==> src/rtl/sm_pkg.sv <==
// Shared types for the sequential multiplier: default width, the controller
// strobe bundle, and the running-sum strobe conflict test.
package sm_pkg;

    localparam int SM_WIDTH = 4;

    typedef struct packed {
        logic mdld;
        logic mrld;
        logic rsload;
        logic rsclear;
        logic rsshr;
    } sm_strobe_t;

    // Two or more running-sum strobes in the same cycle is an illegal combination.
    function automatic logic rs_conflict(input sm_strobe_t s);
        return (s.rsclear & s.rsload) | (s.rsclear & s.rsshr) | (s.rsload & s.rsshr);
    endfunction

endpackage

==> src/rtl/sm_rs_reg.sv <==
// Running-sum register {C, HI, LO} with the multiplicand adder.
// Clear has priority over load, and load has priority over shift.
module sm_rs_reg
    import sm_pkg::*;
#(
    parameter int WIDTH = SM_WIDTH
) (
    input  logic               clk,
    input  logic               rst,
    input  logic               clear,
    input  logic               load,
    input  logic               shr,
    input  logic [WIDTH-1:0]   md,
    output logic [2*WIDTH:0]   rs
);

    logic [WIDTH:0] sum;

    // The adder output is (W+1) bits wide, so the carry of HI+MD lands in C.
    assign sum = {1'b0, rs[2*WIDTH-1:WIDTH]} + {1'b0, md};

    // NOTE: sequential state uses non-blocking assignments only, so every
    // register samples the values from before the clock edge.
    always_ff @(posedge clk) begin
        if (rst) begin
            rs <= '0;
        end else if (clear) begin
            rs <= '0;
        end else if (load) begin
            rs[2*WIDTH:WIDTH] <= sum;
        end else if (shr) begin
            rs <= {1'b0, rs[2*WIDTH:1]};
        end
    end

endmodule

==> src/rtl/sm_datapath.sv <==
// Datapath for the 4-bit add-then-shift multiplier. It holds MD, MR, the shift
// counter, the product capture register and the sticky protocol error flag.
module sm_datapath
    import sm_pkg::*;
#(
    parameter int WIDTH = SM_WIDTH
) (
    input  logic                 clk,
    input  logic                 rst,
    input  logic                 mdld,
    input  logic                 mrld,
    input  logic                 rsload,
    input  logic                 rsclear,
    input  logic                 rsshr,
    input  logic [WIDTH-1:0]     md_in,
    input  logic [WIDTH-1:0]     mr_in,
    output logic [WIDTH-1:0]     mr,
    output logic [2*WIDTH-1:0]   product,
    output logic                 product_valid,
    output logic                 protocol_err
);

    localparam int CNT_W = $clog2(WIDTH + 1);
    localparam logic [CNT_W-1:0] CNT_LAST = CNT_W'(WIDTH - 1);
    localparam logic [CNT_W-1:0] CNT_FULL = CNT_W'(WIDTH);

    sm_strobe_t        strobe;
    logic [WIDTH-1:0]  md_q;
    logic [WIDTH-1:0]  mr_q;
    logic [CNT_W-1:0]  cnt;
    logic [2*WIDTH:0]  rs;
    logic              shift_eff;
    logic              over_shift;

    assign strobe = '{mdld: mdld, mrld: mrld, rsload: rsload,
                      rsclear: rsclear, rsshr: rsshr};

    // A shift only takes effect when neither clear nor load overrides it.
    assign shift_eff  = strobe.rsshr & ~strobe.rsclear & ~strobe.rsload;
    assign over_shift = shift_eff & (cnt == CNT_FULL);

    sm_rs_reg #(.WIDTH(WIDTH)) u_rs (
        .clk   (clk),
        .rst   (rst),
        .clear (strobe.rsclear),
        .load  (strobe.rsload),
        .shr   (strobe.rsshr),
        .md    (md_q),
        .rs    (rs)
    );

    always_ff @(posedge clk) begin
        if (rst) begin
            md_q          <= '0;
            mr_q          <= '0;
            cnt           <= '0;
            product       <= '0;
            product_valid <= 1'b0;
            protocol_err  <= 1'b0;
        end else begin
            if (strobe.mdld) md_q <= md_in;
            if (strobe.mrld) mr_q <= mr_in;

            if (rs_conflict(strobe) || over_shift) protocol_err <= 1'b1;

            if (strobe.rsclear) begin
                cnt           <= '0;
                product_valid <= 1'b0;
            end else if (shift_eff) begin
                if (cnt == CNT_LAST) begin
                    // (RS >> 1) truncated to 2W bits is {C, HI, LO[W-1:1]}.
                    product       <= rs[2*WIDTH:1];
                    product_valid <= 1'b1;
                    cnt           <= CNT_FULL;
                end else if (cnt != CNT_FULL) begin
                    cnt <= cnt + 1'b1;
                end
            end
        end
    end

    assign mr = mr_q;

endmodule
==> config.mk <==
export PLATFORM = sky130hd
export DESIGN_NAME = sm_datapath
export DESIGN_NICKNAME = d
export VERILOG_FILES = /design/src/rtl/sm_pkg.sv /design/src/rtl/sm_rs_reg.sv /design/src/rtl/sm_datapath.sv
export SDC_FILE = /design/constraint.sdc
export NUM_CORES = 1
export LEC_CHECK = 0
export BUFFER_PORTS_ARGS = -buffer_cell sky130_fd_sc_hd__clkbuf_2
export CAP_MARGIN = 20
export CORE_MARGIN = 3
export CORE_UTILIZATION = 52
export DETAILED_ROUTE_END_ITERATION = 10
export HOLD_SLACK_MARGIN = 0.1
export PLACE_DENSITY = 0.77
export SLEW_MARGIN = 0
export SYNTH_ARGS = -nofsm -noshare
export SYNTH_HDL_FRONTEND = slang
export SYNTH_SLANG_ARGS = --single-unit
==> constraint.sdc <==
create_clock -name clk -period 1.8 [get_ports clk]
set_clock_uncertainty 0.05 [all_clocks]
set_input_delay 0.18 -clock clk [delete_from_list [all_inputs] [get_ports clk]]
set_output_delay 0.18 -clock clk [all_outputs]
set_load 0.005 [all_outputs]
* Yosys cells after proc, flatten, opt, wreduce, memory -nomap -nowiden *
Index checks and enable logic that the tools add are counted.

word-level totals
  word-level logic and storage cells = 35
  output and inout bits = 14
  input port bits = 15
  register bits after elaboration = 30

cells by class
  add/subtract/negate cells = 2
  reductions and logical operators = 8
  multiplexer cells = 4
  equal/unequal tests = 3
  bitwise logic cells = 10

operators by type and width
  kind                                                                    number
  9-bit two-way mux                                                       1
  1-bit AND                                                               6
  3-bit two-way mux                                                       2
  2-bit AND reduction                                                     3
  4-bit by 4-bit adder with 5-bit output                                  1
  5-bit two-way mux                                                       1
  2-bit nonzero test                                                      2
  3-bit by 1-bit adder with 3-bit output (second input constant)          1
  3-bit by 2-bit equality test with 1-bit output (second input constant)  1
  3-bit equality test (second input constant)                             1
  3-bit != test (second input constant)                                   1
  3-bit AND reduction                                                     1
  1-bit inverter                                                          2
  1-bit OR                                                                2
  2-bit OR reduction                                                      1
  1-bit logical OR                                                        1

* Longest topological paths before layout *
  depth after elaboration = 5
  mapped depth = 6

* By module *
From an unflattened synthesis, not the netlist that was laid out.

second synthesis, totals
  cells, all modules = 140
  area, all modules = 1405.1 µm²

by module, submodules not included
  module       area an instance (µm²)  seq. area each (µm²)  cells each  times used
  sm_datapath  859.6                   420.4                 85          1
  sm_rs_reg    545.5                   180.2                 55          1

* Least setup slack after synthesis *
OpenSTA, ideal clock, no wires.

  path kind = flip-flop to flip-flop
  start point = register cnt[0]
  end point = register product[0]
  required time = 1.622 ns
  clock period less this slack = 1.552 ns
  data arrival time = 1.374 ns
  path slack = 0.248 ns
  cell stages (with the launch flop) = 7
  path buffers = 1
  cell sequence = dfxtp_1 > ha_1 > ha_1 > nor4bb_1 > buf_2 > mux2i_1 > nor2_1

between the ends
  word-level cells in the longest chain between the ends = 2

ends and longest elaborated chain
  what                                            RTL line           text
  start, declared                                 sm_datapath.sv:30  logic [CNT_W-1:0] cnt;
  start signal, assigned                          sm_datapath.sv:76  cnt <= cnt + 1'b1;
  3-bit by 2-bit equality test with 1-bit output  sm_datapath.sv:70  if (cnt == CNT_LAST) begin
  3-bit AND reduction (no source line)            n/a
  end signal, assigned                            sm_datapath.sv:72  product <= rs[2*WIDTH:1];
  end, declared                                   sm_datapath.sv:18  output logic [2*WIDTH-1:0] product,

Every way passes these cells.
A chain may end at the register's enable or synchronous reset.

* Worst setup path after layout *
  start point = register cnt[0]
  end point = register product[6]

Same word-level chain as after synthesis.

==> summary.txt <==
Outcome
  • Status: finished, final reports clean

Power
  • Cell leakage power: 0.735 nW
  • Switching power: about 0.00032 W
  • Pint: about 0.0011 W
  • Flop pwr share: 49.0%
  • Clk pwr share: about two fifths
  • Peak VDD IR: around 700 uV
  • Sw Share: a little under a quarter
  • Cell Pwr Density: approximately 840 nW/um2
  • Combinational fraction of design power: a little under a tenth

Drt
  • DRC: 0
  • Antenna viol nets, final: 0
  • Final WL: about 2800 um
  • Via Count: approximately 1100
  • Vias/cell: around 5.4
  • Pre-antenna DRT Iters: 4
  • Initial DRC Count: 26
  • Wire per inst: between 10 and 15 um

Synth
  • Syn Nets: around 150
  • Avg Cell Area, Syn: around 10 um2
  • Synth cell types: 29
  • Synth area leaders: dfxtp_1, mux2i_1, nor2_1
  • Sequential area share after synthesis: a little under half
  • Ys Warns: 0
  • Post-synthesis cell area: 1280 um2
  • Post-synthesis sequential element count: 29
  • Synth area leader: dfxtp_1
  • Mapped Cells: 129
  • Post-synth top area share: 45.4%

STA
  • Hold Violations, Final: 0
  • Final period util: between 90 and 100%
  • Max Transition Viols Final: 0
  • RSZ-0062 raised after global routing: no
  • Setup TNS: 0 ns
  • Final setup fails: 0
  • Fin crit period: approximately 1.7 ns
  • Slew @ Worst Pin: about 0.35 ns
  • Achievable Freq: around 590 MHz
  • Max-slew headroom: around 77%
  • Final worst setup slack: between 0.1 and 0.15 ns

Clocking
  • Max Root-Sink Buffers: 2
  • Clk sinks: 29
  • CTS tree: yes
  • Later-pin clock latency in the skew report: ~0.33 ns
  • Post-CTS Setup Inserts: 0
  • Num CTS Buffers: 5
  • Clock transition at the registers of the reported paths: about 0.10 ns
  • Root Driver: clkbuf_4
  • CTS H-tree lvls: 2

Die
  • Die boundary width: approximately 56 um
  • Initial Utilization: a little under three fifths
  • Die Footprint: 3090 um2
  • Io pins: 29
  • Core area: ~2300 um2
  • Die H: ~56 um
  • # rows: 17

Worst setup path
  • CP Launch Type: flip-flop
  • CP max-delay cell: dfxtp_2
  • Critical path's top delay family: flip-flops
  • WP data required: roughly 2.0 ns
  • CP Data Arrival Time: roughly 1.9 ns
  • WP buf/inv: 1
  • Origin of the worst setup path: cnt[0]
  • Kind of critical path: reg2reg
  • CP cell instances: ha_1 > ha_1 > nor4bb_2 > buf_4 > mux2i_1 > nor2_1
  • Crit-path max FO: 9
  • Reg2reg start: cnt[0]
  • Most common cell on crit path: ha_1
  • CP Capture Type: flip-flop
  • Worst path max stage delay: 0.36 ns
  • Worst Reg-to-Reg Cells: 6
  • Reg2reg setup slack: roughly 0.12 ns
  • Worst flop-to-flop path endpoint: product[6]

Final layout
  • Area delta synth->final: 27.5%
  • Antenna diodes: 0
  • Non-Filler Instances: about 200
  • Nets: 191
  • Final instance area: 1630 um2
  • Fill cells: 160
  • Layout cell share with drive strength beyond 1: between 20% and 30%
  • Combined area of the multi-input logic cells: approximately 660 um2
  • Register Area: about 600 um2

Placement
  • Placed cell areas: roughly 1500 um2
  • # port buffers: 28
  • HPWL after detailed placement: 1850 um
  • RD Place Congestion: slightly below 0.9
  • Setup WS pre-CTS: ~0.14 ns
  • Cells after DPL: 181

GRT
  • Tot GR Track Use: roughly 20%
  • Largest net degree at the start of global routing: 18
  • Initial antenna violation count: 0
  • Vias in the first global route: 1163
  • Total gr overflow: 0
  • Global-route wire length before repair: around 5000 um

Hold path
  • Hold Crit Start: mrld
  • Worst min path class: in2reg
  • WHS Endpoint: mr[3]
  • Hold path depth: 3

Flow run
  • Max-capacitance violation count: 0
==> kinds of logic after synthesis <==
logic type / Yosys count / synth area share [%]
compound gates: 15 / 7.34
xor+xnor: 1 / 0.685
fa+ha+maj: 8 / 8.41
buf+inv: 12 / 3.62
flops: 29 / 45.4
mux: 23 / 18.2
simple gates: 41 / 16.3
==> sequential cells by signal, indices dropped and copies added, names as in the netlist <==
name           flops
product_valid      1
protocol_err       1
cnt                3
u_rs.rs            8
product            8
md_q               4
mr                 4
==> metrics by stage <==
| step | utilization (%) | hold slack, ns | total power, W |
|---|---|---|---|
| CTS | 71.5 | 0.134 | 0.00138 |
| global placement | 64.1 | 0.365 | 0.000793 |
| finish | 71.6 | 0.146 | 0.00137 |
| detailed placement | 64.1 | 0.377 | 0.000799 |
| global route | 71.6 | 0.171 | 0.00142 |
| floorplan | - | 0.277 | 0.000755 |
==> placed cells by master, fill, tap and decap left out, types with 2 or more instances in the layout <==
cell type      instances
a211oi_1               4
a21o_1                 2
a21oi_1                6
buf_4                  4
clkbuf_2              28
clkbuf_4               5
dfxtp_1               27
dfxtp_2                2
dlygate4sd3_1          8
ha_1                   7
inv_1                  4
mux2_2                 2
mux2i_1               21
nor2_1                24
nor2b_1                3
nor3_1                 3
o21ai_0                2
==> repair_timing <==
item / in CTS / in global routing
endpoints found under the hold margin: 8 / 0
endpoints found under the setup margin: 0 / 7
gates resized for setup: 0 / 2
hold buffers: 8 / 0
==> worst max path at each step <==
stage                      end  cells after the start
floorplan           product[0]                      6
global placement        cnt[1]                      5
detailed placement  product[0]                      6
CTS                     cnt[1]                      5
global route            cnt[1]                      5
finish              product[6]                      6
==> Yosys cell counts <==
library cell  number
buf_1              1
a211oi_1           4
nor4_1             1
nand2_1            1
or2_2              1
or4_1              1
xnor2_1            1
a221oi_1           1
fa_1               1
inv_1              4
a21o_1             2
nor4bb_1           1
ha_1               7
dfxtp_1           29
a21oi_1            6
o21ai_0            2
nor2b_1            3
mux2_2             2
clkbuf_1           6
buf_2              1
nor3_1             3
nand2b_1           1
and3b_1            1
nand3_1            1
and4b_1            1
nor2_1            24
mux2i_1           21
or4b_1             1
or3b_4             1
==> per-layer routing <==
layer	track usage (%)	vias up	routed length [um]	part of all wire [%]
met2	34.8	25	1440	52
met5	0	-	0	0
met1	22.5	515	1190	43
li1	-	523	-	-
met3	5.10	7	103	3.7
met4	11.5	0	55	2.0
==> power by group through the flow <==
stage	clock (W)	combinational, W	sequential [W]
after floorplan	0	0.0000708	0.000684
after global routing	0.000607	0.000143	0.000674
after detailed placement	0	0.000112	0.000686
after CTS	0.000579	0.000126	0.000671
final	0.000571	0.000128	0.000672
after global placement	0	0.000107	0.000686
==> worst min-delay path: cells and delay by family <==
| family | cells | cell delay [ns] |
|---|---|---|
| simple gates | 1 | 0.07 |
| buf+inv | 1 | 0.15 |
| mux | 1 | 0.09 |
==> layout make-up <==
class                           instances  share of cell area [%]
Timing Repair Buffer                   40                    15.3
Inverter                                4                   0.921
Sequential cell                        29                    35.8
Clock inverter                          2                    2.30
Multi-Input combinational cell         88                    40.4
Tap cell                               28                    2.15
Clock buffer                            6                    3.15
(Power assumes the default switching activity.)
